`src/rtl/scr1_vadd_pipe_if.sv`:
```
// Handshake and payload bundle for the SCR1 vector add/subtract unit.
// The slave side is the unit; the master side is the operand source / result sink.
interface scr1_vadd_pipe_if #(
   parameter int unsigned LANES = 8
) ();
   localparam int unsigned DW = LANES * 32;
   localparam int unsigned CW = LANES * 4;

   logic          in_valid;
   logic          in_ready;
   logic [DW-1:0] in_op1;
   logic [DW-1:0] in_op2;
   logic          in_sub;
   logic [1:0]    in_sew;
   logic          in_sat;
   logic          in_signed;
   logic [LANES-1:0] in_mask;
   logic          out_valid;
   logic          out_ready;
   logic [DW-1:0] out_res;
   logic [CW-1:0] out_cy;
   logic          vxsat;
   logic          vxsat_clr;

   modport master (
      output in_valid, input in_ready,
      output in_op1, in_op2, in_sub, in_sew, in_sat, in_signed, in_mask,
      input  out_valid, output out_ready,
      input  out_res, out_cy, vxsat,
      output vxsat_clr
   );

   modport slave (
      input  in_valid, output in_ready,
      input  in_op1, in_op2, in_sub, in_sew, in_sat, in_signed, in_mask,
      output out_valid, input out_ready,
      output out_res, out_cy, vxsat,
      input  vxsat_clr
   );
endinterface

```
`src/rtl/scr1_vadd_pipe.sv`:
```
// Two-stage pipelined SIMD add/subtract: 8/16/32-bit elements per 32-bit lane,
// wrapping or saturating, per-lane masking, per-element carry flags, sticky vxsat.
module scr1_vadd_pipe #(
   parameter int unsigned LANES = 8
) (
   input  logic             clk,
   input  logic             rst,
   scr1_vadd_pipe_if.slave  bus
);
   localparam int unsigned DW = LANES * 32;
   localparam int unsigned CW = LANES * 4;
   localparam logic [1:0]  SEW8  = 2'b00;
   localparam logic [1:0]  SEW16 = 2'b01;

   // Byte b starts an element (takes the fresh carry-in).
   function automatic logic f_elem_lsb(input logic [1:0] b, input logic [1:0] sew);
      return (sew == SEW8) || (b == 2'd0) || ((sew == SEW16) && (b == 2'd2));
   endfunction

   // Byte b is the most-significant byte of its element.
   function automatic logic f_elem_msb(input logic [1:0] b, input logic [1:0] sew);
      return (sew == SEW8) || (b == 2'd3) || ((sew == SEW16) && (b == 2'd1));
   endfunction

   function automatic logic [1:0] f_elem_top(input logic [1:0] b, input logic [1:0] sew);
      if (sew == SEW8)  return b;
      if (sew == SEW16) return {b[1], 1'b1};
      return 2'd3;
   endfunction

   // Saturation byte pattern: signed max/min carries the sign in the top byte only.
   function automatic logic [7:0] f_fill(input logic is_top, input logic neg, input logic sgn);
      if (sgn && is_top) return neg ? 8'h80 : 8'h7F;
      return neg ? 8'h00 : 8'hFF;
   endfunction

   logic             r_s1_valid;
   logic [DW-1:0]    r_s1_op1;
   logic [DW-1:0]    r_s1_op2;
   logic             r_s1_sub;
   logic [1:0]       r_s1_sew;
   logic             r_s1_sat;
   logic             r_s1_signed;
   logic [LANES-1:0] r_s1_mask;

   logic             r_s2_valid;
   logic [DW-1:0]    r_s2_res;
   logic [CW-1:0]    r_s2_cy;
   logic             r_s2_sat;
   logic             r_vxsat;

   logic             w_s2_adv;
   logic             w_in_ready;
   logic             w_s1_load;
   logic             w_xfer;
   logic [DW-1:0]    w_res;
   logic [CW-1:0]    w_cy;
   logic             w_sat;

   assign w_s2_adv   = !r_s2_valid || bus.out_ready;
   assign w_in_ready = !r_s1_valid || w_s2_adv;
   assign w_s1_load  = bus.in_valid && w_in_ready;
   assign w_xfer     = r_s2_valid && bus.out_ready;

   assign bus.in_ready  = w_in_ready;
   assign bus.out_valid = r_s2_valid;
   assign bus.out_res   = r_s2_res;
   assign bus.out_cy    = r_s2_cy;
   assign bus.vxsat     = r_vxsat;

   // S1: operand/control capture.
   always_ff @(posedge clk) begin
      if (rst) begin
         r_s1_valid <= 1'b0;
      end else if (w_s1_load) begin
         r_s1_valid  <= 1'b1;
         r_s1_op1    <= bus.in_op1;
         r_s1_op2    <= bus.in_op2;
         r_s1_sub    <= bus.in_sub;
         r_s1_sew    <= bus.in_sew;
         r_s1_sat    <= bus.in_sat;
         r_s1_signed <= bus.in_signed;
         r_s1_mask   <= bus.in_mask;
      end else if (w_s2_adv) begin
         r_s1_valid <= 1'b0;
      end
   end

   // Byte-sliced adders with the carry chain cut at element boundaries.
   always_comb begin : p_arith
      logic [8:0] v_sum  [4];
      logic [7:0] v_a    [4];
      logic [7:0] v_bx   [4];
      logic       v_esat [4];
      logic       v_eneg [4];
      logic       v_cin;
      logic       v_flag;
      logic       v_ovf;
      logic [1:0] v_t;

      w_res  = '0;
      w_cy   = '0;
      w_sat  = 1'b0;
      v_sum  = '{default: '0};
      v_a    = '{default: '0};
      v_bx   = '{default: '0};
      v_esat = '{default: 1'b0};
      v_eneg = '{default: 1'b0};
      v_cin  = 1'b0;
      v_flag = 1'b0;
      v_ovf  = 1'b0;
      v_t    = 2'd0;

      for (int l = 0; l < int'(LANES); l++) begin
         v_cin = 1'b0;
         for (int b = 0; b < 4; b++) begin
            v_a[b]  = r_s1_op1[l*32 + b*8 +: 8];
            v_bx[b] = r_s1_op2[l*32 + b*8 +: 8] ^ {8{r_s1_sub}};
            if (f_elem_lsb(2'(b), r_s1_sew)) v_cin = r_s1_sub;
            v_sum[b] = 9'(v_a[b]) + 9'(v_bx[b]) + 9'(v_cin);
            v_cin    = v_sum[b][8];
         end

         // Per-element flags, evaluated at each element's top byte.
         for (int b = 0; b < 4; b++) begin
            v_esat[b] = 1'b0;
            v_eneg[b] = 1'b0;
            if (f_elem_msb(2'(b), r_s1_sew)) begin
               v_flag = v_sum[b][8] ^ r_s1_sub;
               v_ovf  = (v_a[b][7] == v_bx[b][7]) && (v_sum[b][7] != v_a[b][7]);
               if (r_s1_signed) begin
                  v_esat[b] = r_s1_sat && v_ovf;
                  v_eneg[b] = v_a[b][7];
               end else begin
                  v_esat[b] = r_s1_sat && v_flag;
                  v_eneg[b] = r_s1_sub;
               end
               if (r_s1_mask[l]) begin
                  w_cy[l*4 + b] = v_flag;
                  w_sat         = w_sat | v_esat[b];
               end
            end
         end

         for (int b = 0; b < 4; b++) begin
            v_t = f_elem_top(2'(b), r_s1_sew);
            if (!r_s1_mask[l]) begin
               w_res[l*32 + b*8 +: 8] = v_a[b];
            end else if (v_esat[v_t]) begin
               w_res[l*32 + b*8 +: 8] = f_fill(2'(b) == v_t, v_eneg[v_t], r_s1_signed);
            end else begin
               w_res[l*32 + b*8 +: 8] = v_sum[b][7:0];
            end
         end
      end
   end

   // S2: result register, held while the consumer stalls.
   always_ff @(posedge clk) begin
      if (rst) begin
         r_s2_valid <= 1'b0;
         r_s2_res   <= '0;
         r_s2_cy    <= '0;
         r_s2_sat   <= 1'b0;
      end else if (w_s2_adv) begin
         r_s2_valid <= r_s1_valid;
         if (r_s1_valid) begin
            r_s2_res <= w_res;
            r_s2_cy  <= w_cy;
            r_s2_sat <= w_sat;
         end
      end
   end

   // Sticky saturation: a saturating transfer beats a simultaneous clear.
   always_ff @(posedge clk) begin
      if (rst) begin
         r_vxsat <= 1'b0;
      end else if (w_xfer && r_s2_sat) begin
         r_vxsat <= 1'b1;
      end else if (bus.vxsat_clr) begin
         r_vxsat <= 1'b0;
      end
   end
endmodule
```
`src/flat_wrapper.sv`:
```
// flat-port wrapper written by rule: the top's interface ports become plain ports
module scr1_vadd_pipe_flat 
#(
   parameter int unsigned LANES = 8
)
  (clk, rst, bus_in_valid, bus_in_ready, bus_in_op1, bus_in_op2, bus_in_sub, bus_in_sew, bus_in_sat, bus_in_signed, bus_in_mask, bus_out_valid, bus_out_ready, bus_out_res, bus_out_cy, bus_vxsat, bus_vxsat_clr);
  scr1_vadd_pipe_if #(.LANES(LANES)) bus_i ();
  input  logic clk;
  input  logic rst;
  input wire logic [$bits(bus_i.in_valid)-1:0] bus_in_valid;
  output wire logic [$bits(bus_i.in_ready)-1:0] bus_in_ready;
  input wire logic [$bits(bus_i.in_op1)-1:0] bus_in_op1;
  input wire logic [$bits(bus_i.in_op2)-1:0] bus_in_op2;
  input wire logic [$bits(bus_i.in_sub)-1:0] bus_in_sub;
  input wire logic [$bits(bus_i.in_sew)-1:0] bus_in_sew;
  input wire logic [$bits(bus_i.in_sat)-1:0] bus_in_sat;
  input wire logic [$bits(bus_i.in_signed)-1:0] bus_in_signed;
  input wire logic [$bits(bus_i.in_mask)-1:0] bus_in_mask;
  output wire logic [$bits(bus_i.out_valid)-1:0] bus_out_valid;
  input wire logic [$bits(bus_i.out_ready)-1:0] bus_out_ready;
  output wire logic [$bits(bus_i.out_res)-1:0] bus_out_res;
  output wire logic [$bits(bus_i.out_cy)-1:0] bus_out_cy;
  output wire logic [$bits(bus_i.vxsat)-1:0] bus_vxsat;
  input wire logic [$bits(bus_i.vxsat_clr)-1:0] bus_vxsat_clr;
  assign bus_i.in_valid = bus_in_valid;
  assign bus_in_ready = bus_i.in_ready;
  assign bus_i.in_op1 = bus_in_op1;
  assign bus_i.in_op2 = bus_in_op2;
  assign bus_i.in_sub = bus_in_sub;
  assign bus_i.in_sew = bus_in_sew;
  assign bus_i.in_sat = bus_in_sat;
  assign bus_i.in_signed = bus_in_signed;
  assign bus_i.in_mask = bus_in_mask;
  assign bus_out_valid = bus_i.out_valid;
  assign bus_i.out_ready = bus_out_ready;
  assign bus_out_res = bus_i.out_res;
  assign bus_out_cy = bus_i.out_cy;
  assign bus_vxsat = bus_i.vxsat;
  assign bus_i.vxsat_clr = bus_vxsat_clr;
  scr1_vadd_pipe #(.LANES(LANES)) u_core (.clk(clk), .rst(rst), .bus(bus_i));
endmodule
```
`config.mk`:
```
export PLATFORM = sky130hd
export DESIGN_NAME = scr1_vadd_pipe_flat
export DESIGN_NICKNAME = d
export VERILOG_FILES = /design/src/rtl/scr1_vadd_pipe_if.sv /design/src/rtl/scr1_vadd_pipe.sv /design/src/flat_wrapper.sv
export SDC_FILE = /design/constraint.sdc
export NUM_CORES = 2
export LEC_CHECK = 0
export ABC_AREA = 1
export CAP_MARGIN = 15
export CORE_AREA = 2 2 315 317
export CTS_CLUSTER_DIAMETER = 150
export DETAILED_ROUTE_END_ITERATION = 12
export DIE_AREA = 0 0 317 319
export MAX_ROUTING_LAYER = met4
export PLACE_DENSITY = 0.76
export SLEW_MARGIN = 30
export SYNTH_ARGS = -nofsm -noshare
export SYNTH_HDL_FRONTEND = slang
export SYNTH_SLANG_ARGS = --single-unit
```
`constraint.sdc`:
```
create_clock -name clk -period 18.5 [get_ports clk]
set_input_delay 3.7 -clock clk [delete_from_list [all_inputs] [get_ports clk]]
set_output_delay 3.7 -clock clk [all_outputs]
set_load 0.02 [all_outputs]
```
==> metrics.csv <==
stage,metric,value,unit
status,status,"finished, final reports clean",
global_routing,grt_pass1_wl,246,mm
finish,fin_cells,7407,
yosys,synth-main-ff-cell,edfxtp_1,
die,start_util,47.7,%
worst_setup_path,required,19.11,ns
power_and_ir_drop,netSwitchingFraction,30.0,%
worst_setup_path,crit_path_top_delay_cell,buf_4,
yosys,synth-xor-area-share,8.26,%
global_routing,grt_usage,33.5,%
clock_tree,cts_resized,0,
yosys,ys_seq_area_share,46.3,%
timing,finalSetupTns,0,ns
finish,fin_nets,6840,
clock_tree,cts.path.max_buffers,3,
routing,drtPass1Iterations,6,
placement,place.gp.congestion,0.950,
yosys,synth_edf_count,525,
yosys,syn_nets,6085,
power_and_ir_drop,power.density,86.0,mW/mm^2
worst_setup_path,critPathKind,reg -> reg,
routing,drc,0,
finish,area_growth,27.0,%
routing,num_vias,41200,
worst_hold_path,hold_class,reg -> reg,
yosys,synthDistinctLibCells,52,
power_and_ir_drop,p_int,0.00356,W
worst_setup_path,start_kind,register,
yosys,synthMuxAreaShare,0,%
timing,hold_violations,0,
yosys,synth_top_family_by_area,simple AND/OR/NAND/NOR gates,
global_routing,grt_remaining_overflow,0,
global_routing,grt_max_degree,165,
placement,numPortBuffers,820,
power_and_ir_drop,p_comb_share,22.0,%
yosys,ys_warn_count,0,
timing,max_slew_margin,36.9,%
timing,slew_viol_final,0,
die,io_pins,821,
yosys,syn-cell-area,0.0466,mm^2
die,die_h,319,um
finish,n_fill_cell,8286,
die,rows,115,
yosys,synthCells,5233,
clock_tree,cts_buffers,92,
power_and_ir_drop,seqPwrFrac,41.3,%
placement,dp_cells,7180,
routing,drtIter0Drc,3828,
die,die_area,0.101,mm^2
routing,totalWireLength,169,mm
power_and_ir_drop,peakVddDrop,0.0844,mV
worst_setup_path,end_kind,register,
global_routing,antenna_found_initial,52,
timing,whs,0.461,ns
die,fp.coreArea,0.0977,mm^2
clock_tree,clk_latency,0.69,ns
timing,setup_viol,0,
timing,min_period_over_period,50.9,%
yosys,yosys_register_bits,817,
routing,ant_nets,0,
job,cap_violations,0,
yosys,synth_async_sr_flop_share,0,%
yosys,post_synth.cell_area_avg,8.91,um^2
global_routing,grt_pass1_vias,39900,
clock_tree,ctsHoldBuffers,0,
finish,post-route-util,60.6,%
power_and_ir_drop,leakage,24.1,nW
worst_setup_path,timing.critical_path.slowest_cell_delay,0.74,ns
power_and_ir_drop,power_switching,0.00153,W
timing,rsz0062_at_grt,no,
timing,finClkSkew,0.0208,ns
routing,vias_per_cell,5.57,
clock_tree,clock-sinks,817,
yosys,synth-adder-area-share,9.54,%
yosys,synth-simple-area-share,18.1,%
timing,tightest_slew,0.947,ns
yosys,synth_compound_area_share,12.9,%
clock_tree,h-tree-depth,3,
worst_setup_path,cpMostUsedCell,nand2_1,
worst_setup_path,crit_path_max_fanout,84,
timing,clock.fmax,106,MHz
clock_tree,cts_tree,built,
placement,hpwl,121,mm
clock_tree,clk_pin_slew,0.06,ns
placement,place_ws,9.10,ns
timing,setup_slack,9.09,ns
clock_tree,post-cts-setup-buffers,0,
routing,wl_per_cell,22.8,um
clock_tree,cts-root-buf,clkbuf_16,
die,die_w,317,um
timing,period_needed,9.41,ns
worst_setup_path,worstPathArrival,10.03,ns
power_and_ir_drop,clockPowerShare,36.6,%
finish,layout-drive-gt1-share,5.54,%
==> per-layer routing <==
metal / up-vias / wire length, um / GRT usage (%)
li1: 19400 / - / -
met1: 19500 / 66600 / 40.9
met2: 1918 / 78000 / 51.5
met3: 411 / 14200 / 6.76
met4: 0 / 10400 / 19.2
met5: - / 0 / -
==> critical path, delay by kind of cell (launching register included) <==
kind / cells / cell delay, ns
adder cells (fa/ha/maj): 7 / 3.28
XOR/XNOR: 1 / 0.33
AND/OR/NAND/NOR: 18 / 1.97
buffers and inverters: 4 / 2.00
AO/OA/AOI/OAI: 7 / 1.25
flip-flops: 1 / 0.33
==> metrics by stage <==
step                area, um^2  power, W
floorplan                46600   0.00285
global placement         56000   0.00323
detailed placement       56000   0.00324
CTS                      59100   0.00510
global route             59200   0.00530
finish                   59200   0.00509
==> Yosys cell counts (33+ instances only) <==
library cell | number | area [um^2]
inv_1 | 341 | 1280
dfxtp_1 | 292 | 5850
nor2_1 | 438 | 1640
nand3b_1 | 36 | 270
fa_1 | 56 | 1120
clkbuf_1 | 133 | 499
xor2_1 | 360 | 3150
buf_2 | 41 | 205
xnor2_1 | 80 | 701
nand2_2 | 44 | 275
edfxtp_1 | 525 | 15800
a21o_1 | 33 | 248
a21oi_1 | 664 | 3320
o21ai_1 | 128 | 641
nand4_1 | 57 | 357
ha_1 | 266 | 3330
o21ai_0 | 174 | 871
nand3_1 | 260 | 1300
o211ai_1 | 47 | 353
nand2_1 | 1066 | 4000
==> layout make-up <==
cell class                      count  area (um^2)  area share [%]
Antenna cell                       52          130           0.220
Sequential cell                   817        21600            36.5
Clock buffer                      115         2470            4.17
Timing Repair Buffer              866         8640            14.6
Clock inverter                     59          564           0.953
Inverter                          366         1390            2.35
Multi-Input combinational cell   3845        22800            38.5
Tap cell                         1287         1610            2.72
==> cells in the final DEF, fill, tap and decap left out, drive strengths merged, types with 80 or more instances in the layout <==
cell / count
nand2: 1116
clkdlybuf4s50: 819
a21oi: 665
edfxtp: 525
nor2: 442
inv: 362
xor2: 360
o21ai: 329
dfxtp: 292
nand3: 279
ha: 266
clkbuf: 115
xnor2: 80
==> registers in the layout, summed over array words and instances, names as in the netlist <==
signal / cells
u_core.bus.out_cy: 32
u_core.bus.out_res: 256
u_core.bus.out_valid: 1
u_core.bus.vxsat: 1
u_core.r_s1_mask: 8
u_core.r_s1_op1: 256
u_core.r_s1_op2: 256
u_core.r_s1_sat: 1
u_core.r_s1_sew: 2
u_core.r_s1_signed: 1
u_core.r_s1_sub: 1
u_core.r_s1_valid: 1
u_core.r_s2_sat: 1
==> cell families (layout without fill, tap and decap cells) <==
family | Yosys count | in the layout
compound gates | 1114 | 1114
buf+inv | 571 | 1406
flops | 817 | 817
simple gates | 1969 | 1969
fa+ha+maj | 322 | 322
other cells | 0 | 52
xor+xnor | 440 | 440
==> power by group through the flow <==
stage	clock (W)	sequential (W)	combinational, W
final	0.00187	0.00210	0.00112
after global routing	0.00195	0.00211	0.00123
after CTS	0.00188	0.00210	0.00111
after detailed placement	0	0.00214	0.00110
after global placement	0	0.00214	0.00109
after floorplan	0	0.00219	0.000657
==> worst paths after layout <==
path,startpoint,endpoint,slack [ns],cells after the start
hold reg to reg,u_core.bus.vxsat$_SDFFE_PP0P_,u_core.bus.vxsat$_SDFFE_PP0P_,0.46,2
setup / recovery,u_core.r_s1_sub$_DFFE_PP_,u_core.r_s2_sat$_SDFFE_PP0P_,9.09,37
hold / removal,u_core.bus.vxsat$_SDFFE_PP0P_,u_core.bus.vxsat$_SDFFE_PP0P_,0.46,2
setup reg to reg,u_core.r_s1_sub$_DFFE_PP_,u_core.r_s2_sat$_SDFFE_PP0P_,9.09,37
Note: power is estimated with default switching activity, not from simulation.
